### src/rtl/mtl_timing_pkg.sv
// Shared raster geometry for the 800x480 MTL panel timing path.
// Default porch/sync widths, coordinate widths and coordinate types.
package mtl_timing_pkg;

    localparam int X_W = 11;
    localparam int Y_W = 10;

    localparam int DEF_H_ACTIVE = 800;
    localparam int DEF_H_FRONT  = 210;
    localparam int DEF_H_SYNC   = 30;
    localparam int DEF_H_BACK   = 16;
    localparam int DEF_H_TOTAL  = DEF_H_ACTIVE + DEF_H_FRONT + DEF_H_SYNC + DEF_H_BACK;

    localparam int DEF_V_ACTIVE = 480;
    localparam int DEF_V_FRONT  = 22;
    localparam int DEF_V_SYNC   = 13;
    localparam int DEF_V_BACK   = 10;
    localparam int DEF_V_TOTAL  = DEF_V_ACTIVE + DEF_V_FRONT + DEF_V_SYNC + DEF_V_BACK;

    localparam int DEF_PIPE_DLY = 2;

    typedef logic [X_W-1:0] xpos_t;
    typedef logic [Y_W-1:0] ypos_t;

endpackage

### src/rtl/sync_delay_line.sv
// Fixed-depth shift register that realigns sync/de with downstream pipelines.
// DEPTH=0 degenerates to a plain wire.
module sync_delay_line #(
    parameter int               WIDTH     = 1,
    parameter int               DEPTH     = 1,
    parameter logic [WIDTH-1:0] RESET_VAL = '0
) (
    input  logic             clk,
    input  logic             rst,
    input  logic [WIDTH-1:0] din_i,
    output logic [WIDTH-1:0] dout_o
);

    generate
        if (DEPTH == 0) begin : g_pass
            assign dout_o = din_i;
        end else begin : g_shift
            logic [WIDTH-1:0] stage_q [DEPTH];

            always_ff @(posedge clk or posedge rst) begin
                if (rst) begin
                    for (int i = 0; i < DEPTH; i++) stage_q[i] <= RESET_VAL;
                end else begin
                    stage_q[0] <= din_i;
                    for (int i = 1; i < DEPTH; i++) stage_q[i] <= stage_q[i-1];
                end
            end

            assign dout_o = stage_q[DEPTH-1];
        end
    endgenerate

endmodule

### src/rtl/mtl_scan_timing.sv
// Free-running raster scan counters with line/frame strobes, plus panel
// sync and data-enable delayed to match the downstream colour pipeline.
module mtl_scan_timing
    import mtl_timing_pkg::*;
#(
    parameter int H_ACTIVE = DEF_H_ACTIVE,
    parameter int H_FRONT  = DEF_H_FRONT,
    parameter int H_SYNC   = DEF_H_SYNC,
    parameter int H_BACK   = DEF_H_BACK,
    parameter int V_ACTIVE = DEF_V_ACTIVE,
    parameter int V_FRONT  = DEF_V_FRONT,
    parameter int V_SYNC   = DEF_V_SYNC,
    parameter int V_BACK   = DEF_V_BACK,
    parameter int PIPE_DLY = DEF_PIPE_DLY
) (
    input  logic           clk,
    input  logic           reset,
    input  logic           en,
    output logic [X_W-1:0] Xpos,
    output logic [Y_W-1:0] Ypos,
    output logic           line_start,
    output logic           frame_start,
    output logic           hsync_n,
    output logic           vsync_n,
    output logic           de
);

    localparam int H_TOTAL = H_ACTIVE + H_FRONT + H_SYNC + H_BACK;
    localparam int V_TOTAL = V_ACTIVE + V_FRONT + V_SYNC + V_BACK;

    localparam xpos_t X_LAST   = xpos_t'(H_TOTAL - 1);
    localparam ypos_t Y_LAST   = ypos_t'(V_TOTAL - 1);
    localparam xpos_t HS_FIRST = xpos_t'(H_ACTIVE + H_FRONT);
    localparam xpos_t HS_LAST  = xpos_t'(H_ACTIVE + H_FRONT + H_SYNC - 1);
    localparam ypos_t VS_FIRST = ypos_t'(V_ACTIVE + V_FRONT);
    localparam ypos_t VS_LAST  = ypos_t'(V_ACTIVE + V_FRONT + V_SYNC - 1);
    localparam xpos_t X_VIS    = xpos_t'(H_ACTIVE);
    localparam ypos_t Y_VIS    = ypos_t'(V_ACTIVE);

    xpos_t xpos_q, xpos_d;
    ypos_t ypos_q, ypos_d;
    logic  line_start_q, line_start_d;
    logic  frame_start_q, frame_start_d;
    logic  x_wrap, y_wrap;
    logic  hs_raw_n, vs_raw_n, de_raw;

    always_comb begin
        x_wrap        = (xpos_q == X_LAST);
        y_wrap        = (ypos_q == Y_LAST);
        xpos_d        = xpos_q;
        ypos_d        = ypos_q;
        line_start_d  = 1'b0;
        frame_start_d = 1'b0;
        if (en) begin
            xpos_d = x_wrap ? '0 : xpos_q + xpos_t'(1);
            if (x_wrap) begin
                ypos_d = y_wrap ? '0 : ypos_q + ypos_t'(1);
            end
            // Strobes describe the value the counters are about to take
            line_start_d  = x_wrap;
            frame_start_d = x_wrap && y_wrap;
        end
    end

    always_ff @(posedge clk or posedge reset) begin
        if (reset) begin
            xpos_q        <= '0;
            ypos_q        <= '0;
            line_start_q  <= 1'b0;
            frame_start_q <= 1'b0;
        end else begin
            xpos_q        <= xpos_d;
            ypos_q        <= ypos_d;
            line_start_q  <= line_start_d;
            frame_start_q <= frame_start_d;
        end
    end

    assign hs_raw_n = !((xpos_q >= HS_FIRST) && (xpos_q <= HS_LAST));
    assign vs_raw_n = !((ypos_q >= VS_FIRST) && (ypos_q <= VS_LAST));
    assign de_raw   = (xpos_q < X_VIS) && (ypos_q < Y_VIS);

    // Delay runs every clock regardless of en, flushing to sync-high/de-low
    sync_delay_line #(
        .WIDTH     (3),
        .DEPTH     (PIPE_DLY),
        .RESET_VAL (3'b110)
    ) u_sync_dly (
        .clk    (clk),
        .rst    (reset),
        .din_i  ({hs_raw_n, vs_raw_n, de_raw}),
        .dout_o ({hsync_n, vsync_n, de})
    );

    assign Xpos        = xpos_q;
    assign Ypos        = ypos_q;
    assign line_start  = line_start_q;
    assign frame_start = frame_start_q;

endmodule
### config.mk
export PLATFORM = sky130hd
export DESIGN_NAME = mtl_scan_timing
export DESIGN_NICKNAME = d
export VERILOG_FILES = /design/src/rtl/mtl_timing_pkg.sv /design/src/rtl/sync_delay_line.sv /design/src/rtl/mtl_scan_timing.sv
export SDC_FILE = /design/constraint.sdc
export NUM_CORES = 1
export LEC_CHECK = 0
export CORE_MARGIN = 4
export CORE_UTILIZATION = 45
export DETAILED_ROUTE_END_ITERATION = 10
export PLACE_DENSITY = 0.72
export SYNTH_ARGS = -nofsm -noshare
export SYNTH_HDL_FRONTEND = slang
export SYNTH_SLANG_ARGS = --single-unit
### constraint.sdc
create_clock -name clk -period 2.9 [get_ports clk]
set_input_delay 0.29 -clock clk [delete_from_list [all_inputs] [get_ports clk]]
set_output_delay 0.29 -clock clk [all_outputs]
set_load 0.005 [all_outputs]
==> flow_metrics.py <==
metrics = {
    "finish": {
        "drive_above_1_share": 0.0904,
        "nFillCells": 262,
        "final_nets": 173,
        "fin_util": 0.593,
        "synthToLayoutAreaGrowth_pct": 26.8,
        "antenna_cells": 0,
    },
    "synthesis": {
        "synth_compound_area_frac": 0.0964,
        "syn_area_mm2": 0.00142,
        "synth.mux.area_fraction": 0.00796,
        "synthCells": 131,
        "synthAdderAreaFrac": 0.0442,
        "ys_ff_latch": 29,
        "yosysWarnings": 0,
        "synth_xor_xnor_area_share": 0.0681,
        "synthSimpleGateAreaFrac": 0.226,
        "synth_ff_type": "dfrtp_1",
        "synth-async-reset-ratio": 1.00,
        "yosysSeqAreaShare": 0.516,
        "synthDistinctLibCells": 40,
        "syn-num-nets": 139,
        "syn_avg_cell_area_um2": 10.8,
        "synth_edf_count": 0,
        "synth_top_family_by_area": "simple AND/OR/NAND/NOR gates",
    },
    "floorplanning": {
        "fp-row-count": 20,
        "dieArea_mm2": 0.00411,
        "die_w_um": 64.1,
        "core_area_mm2": 0.00303,
        "start_util": 0.467,
        "ioPinCount": 29,
        "die_y_um": 64.1,
    },
    "critical_path": {
        "worstSetupEndpoint": "Ypos[2]$_DFFE_PP0P_",
        "r2r-start": "Xpos[1]$_DFFE_PP0P_",
        "r2r_end": "Ypos[2]$_DFFE_PP0P_",
        "required_ns": 3.11,
        "start_kind": "flip-flop",
        "path_class": "flip-flop to flip-flop",
        "cp_max_fo": 12,
        "reg2regPathDepth": 6,
        "crit_path_start": "Xpos[1]$_DFFE_PP0P_",
        "regToRegSetupSlack_ns": 0.66,
        "end_kind": "flip-flop",
        "cp.arrival_ns": 2.45,
    },
    "sta": {
        "rsz0062_at_grt": "no",
        "slew_headroom": 0.694,
        "finalHoldViolCount": 0,
        "fin_crit_ns": 2.24,
        "slew_viol_final": 0,
        "fin_tns_setup_ns": 0,
        "fmax_mhz": 446,
        "finClkSkew_ns": 0.00847,
        "tightest_slew_ns": 0.454,
        "timing.final.crit_share": 0.773,
        "setup_viol": 0,
    },
    "cts": {
        "h-tree-depth": 2,
        "cts_buffers": 5,
        "clkLatencyLatePin_ns": 0.32,
        "cts_tree": "done",
        "cts_root_buf": "clkbuf_4",
        "cts.clk_slew.worst_paths_ns": 0.09,
        "postCtsHoldBufs": 0,
        "cts_setup_buffers": 0,
        "cts.sinks": 29,
        "cts_resized": 0,
        "cts.path.max_buffers": 2,
    },
    "power_and_ir_drop": {
        "p_leak_nw": 0.810,
        "peakVddDrop_v": 0.000314,
        "powerDensity_mw_per_mm2": 536,
    },
    "hold_path": {
        "hp-class": "primary input to async pin",
    },
    "routing": {
        "first_iter_violations": 36,
        "drc": 0,
        "drt-pass1-iter-count": 5,
        "wl_per_cell_um": 13.9,
        "vias_per_cell": 5.39,
        "antenna_left": 0,
        "vias": 1132,
        "wl_um": 2920,
    },
    "global_route": {
        "grt_max_degree": 30,
        "grt_pass1_vias": 1122,
        "gr-total-overflow": 0,
        "grt_pass1_wl_um": 5070,
        "grt_use_total": 0.163,
        "antenna_found_initial": 0,
    },
    "status": {
        "outcome": "finished, final reports clean",
    },
    "placed_design": {
        "dp_hpwl_um": 2090,
        "io_buffers": 28,
        "gp_congestion": 0.856,
    },
    "run": {
        "max_cap_violations": 0,
    },
}
## sequential cells by signal, summed over array words and instances (netlist names)
signal / flops
u_sync_dly.dout_o: 3
u_sync_dly.g_shift.stage_q: 3
frame_start: 1
line_start: 1
Ypos: 10
Xpos: 11
## cells in the mapped netlist (4+ instances only)
| master | number | area share |
|---|---|---|
| and3_1 | 5 | 0.022 |
| dfrtp_1 | 25 | 0.44 |
| dfstp_2 | 4 | 0.074 |
| ha_1 | 5 | 0.044 |
| inv_1 | 7 | 0.019 |
| nand2_1 | 8 | 0.021 |
| nand3_1 | 11 | 0.039 |
| nor2_1 | 9 | 0.024 |
| nor4_1 | 4 | 0.018 |
| o21ai_1 | 4 | 0.014 |
| xnor2_1 | 4 | 0.025 |
| xor2_1 | 7 | 0.043 |
## layer usage
| metal | wire [um] | GRT usage | vias to the layer above |
|---|---|---|---|
| met5 | 0 | 0 | - |
| met3 | 167 | 0.0580 | 6 |
| met1 | 1330 | 0.207 | 554 |
| met4 | 56 | 0.0809 | 0 |
| met2 | 1360 | 0.243 | 35 |
| li1 | - | - | 537 |
## logic make-up after synthesis
family,Yosys count
buffers and inverters,10
muxes,1
xor gates and xnor gates,11
DFF,29
and+or+nand+nor,55
adders and majority gates,5
AOI/OAI and AO/OA,20
## layout make-up
cell class | count | area, um^2 | area share
repair buffers | 29 | 288 | 0.160
inverters | 8 | 35.0 | 0.0195
flip-flops and latches | 29 | 731 | 0.407
well taps | 44 | 55.1 | 0.0307
clock buffers | 8 | 58.8 | 0.0328
multi-input cells | 92 | 627 | 0.349
## cells in the final DEF, fill, tap and decap left out, types with 2 or more instances in the layout
| master | synthesis | final |
|---|---|---|
| clkdlybuf4s50_1 | 0 | 28 |
| dfrtp_1 | 25 | 25 |
| nand3_1 | 11 | 11 |
| nor2_1 | 9 | 9 |
| nand2_1 | 8 | 8 |
| inv_1 | 7 | 7 |
| xor2_1 | 7 | 7 |
| and3_1 | 5 | 5 |
| ha_1 | 5 | 5 |
| clkbuf_4 | 0 | 5 |
| nor4_1 | 4 | 4 |
| xnor2_1 | 4 | 4 |
| o21ai_1 | 4 | 4 |
| dfstp_2 | 4 | 4 |
| nor2b_1 | 3 | 3 |
| o21ai_0 | 3 | 3 |
| nand4_1 | 2 | 2 |
| o311ai_1 | 2 | 2 |
| nor3_1 | 2 | 2 |
| a21oi_1 | 2 | 2 |
| and4_1 | 2 | 2 |
| clkbuf_1 | 0 | 2 |
## power breakdown
part           switching (mW)  total [mW]  internal (mW)
logic                  0.0840       0.202          0.118
clock network           0.132       0.251          0.119
registers              0.0688       0.509          0.440
total                   0.285       0.962          0.678
## worst max-delay path, stage by stage, from the launching register on
cell	delay, ns
dfrtp_1	0.47
ha_1	0.26
nand4_1	0.31
or3_1	0.62
clkinv_4	0.15
o21ai_1	0.07
a22o_1	0.24
## how the worst min path moves through the flow
stage          cells after the start  slack (ns)                                    start                              to
2_1_floorplan                      0        0.33  u_sync_dly.g_shift.stage_q[3]$_DFF_PP0_  u_sync_dly.dout_o[0]$_DFF_PP0_
3_3_place_gp                       0        0.34  u_sync_dly.g_shift.stage_q[3]$_DFF_PP0_  u_sync_dly.dout_o[0]$_DFF_PP0_
3_5_place_dp                       0        0.34  u_sync_dly.g_shift.stage_q[3]$_DFF_PP0_  u_sync_dly.dout_o[0]$_DFF_PP0_
4_1_cts                            3        0.33                                    reset  u_sync_dly.dout_o[0]$_DFF_PP0_
5_1_grt                            0        0.36  u_sync_dly.g_shift.stage_q[3]$_DFF_PP0_  u_sync_dly.dout_o[0]$_DFF_PP0_
6_report                           3        0.33                                    reset  u_sync_dly.dout_o[0]$_DFF_PP0_
## through the flow
step / hold WS (ns) / setup WS (ns) / instance area [um^2] / power [mW] / instances
floorplan: 0.331 / 1.01 / 1420 / 0.601 / 131
finish: 0.330 / 0.659 / 1790 / 0.962 / 210
global route: 0.361 / 0.525 / 1790 / 1.02 / 210
detailed placement: 0.338 / 0.503 / 1740 / 0.716 / 202
global placement: 0.335 / 0.610 / 1740 / 0.711 / 202
CTS: 0.333 / 0.646 / 1790 / 0.971 / 210
No activity file was read; power rests on OpenSTA's default activity.
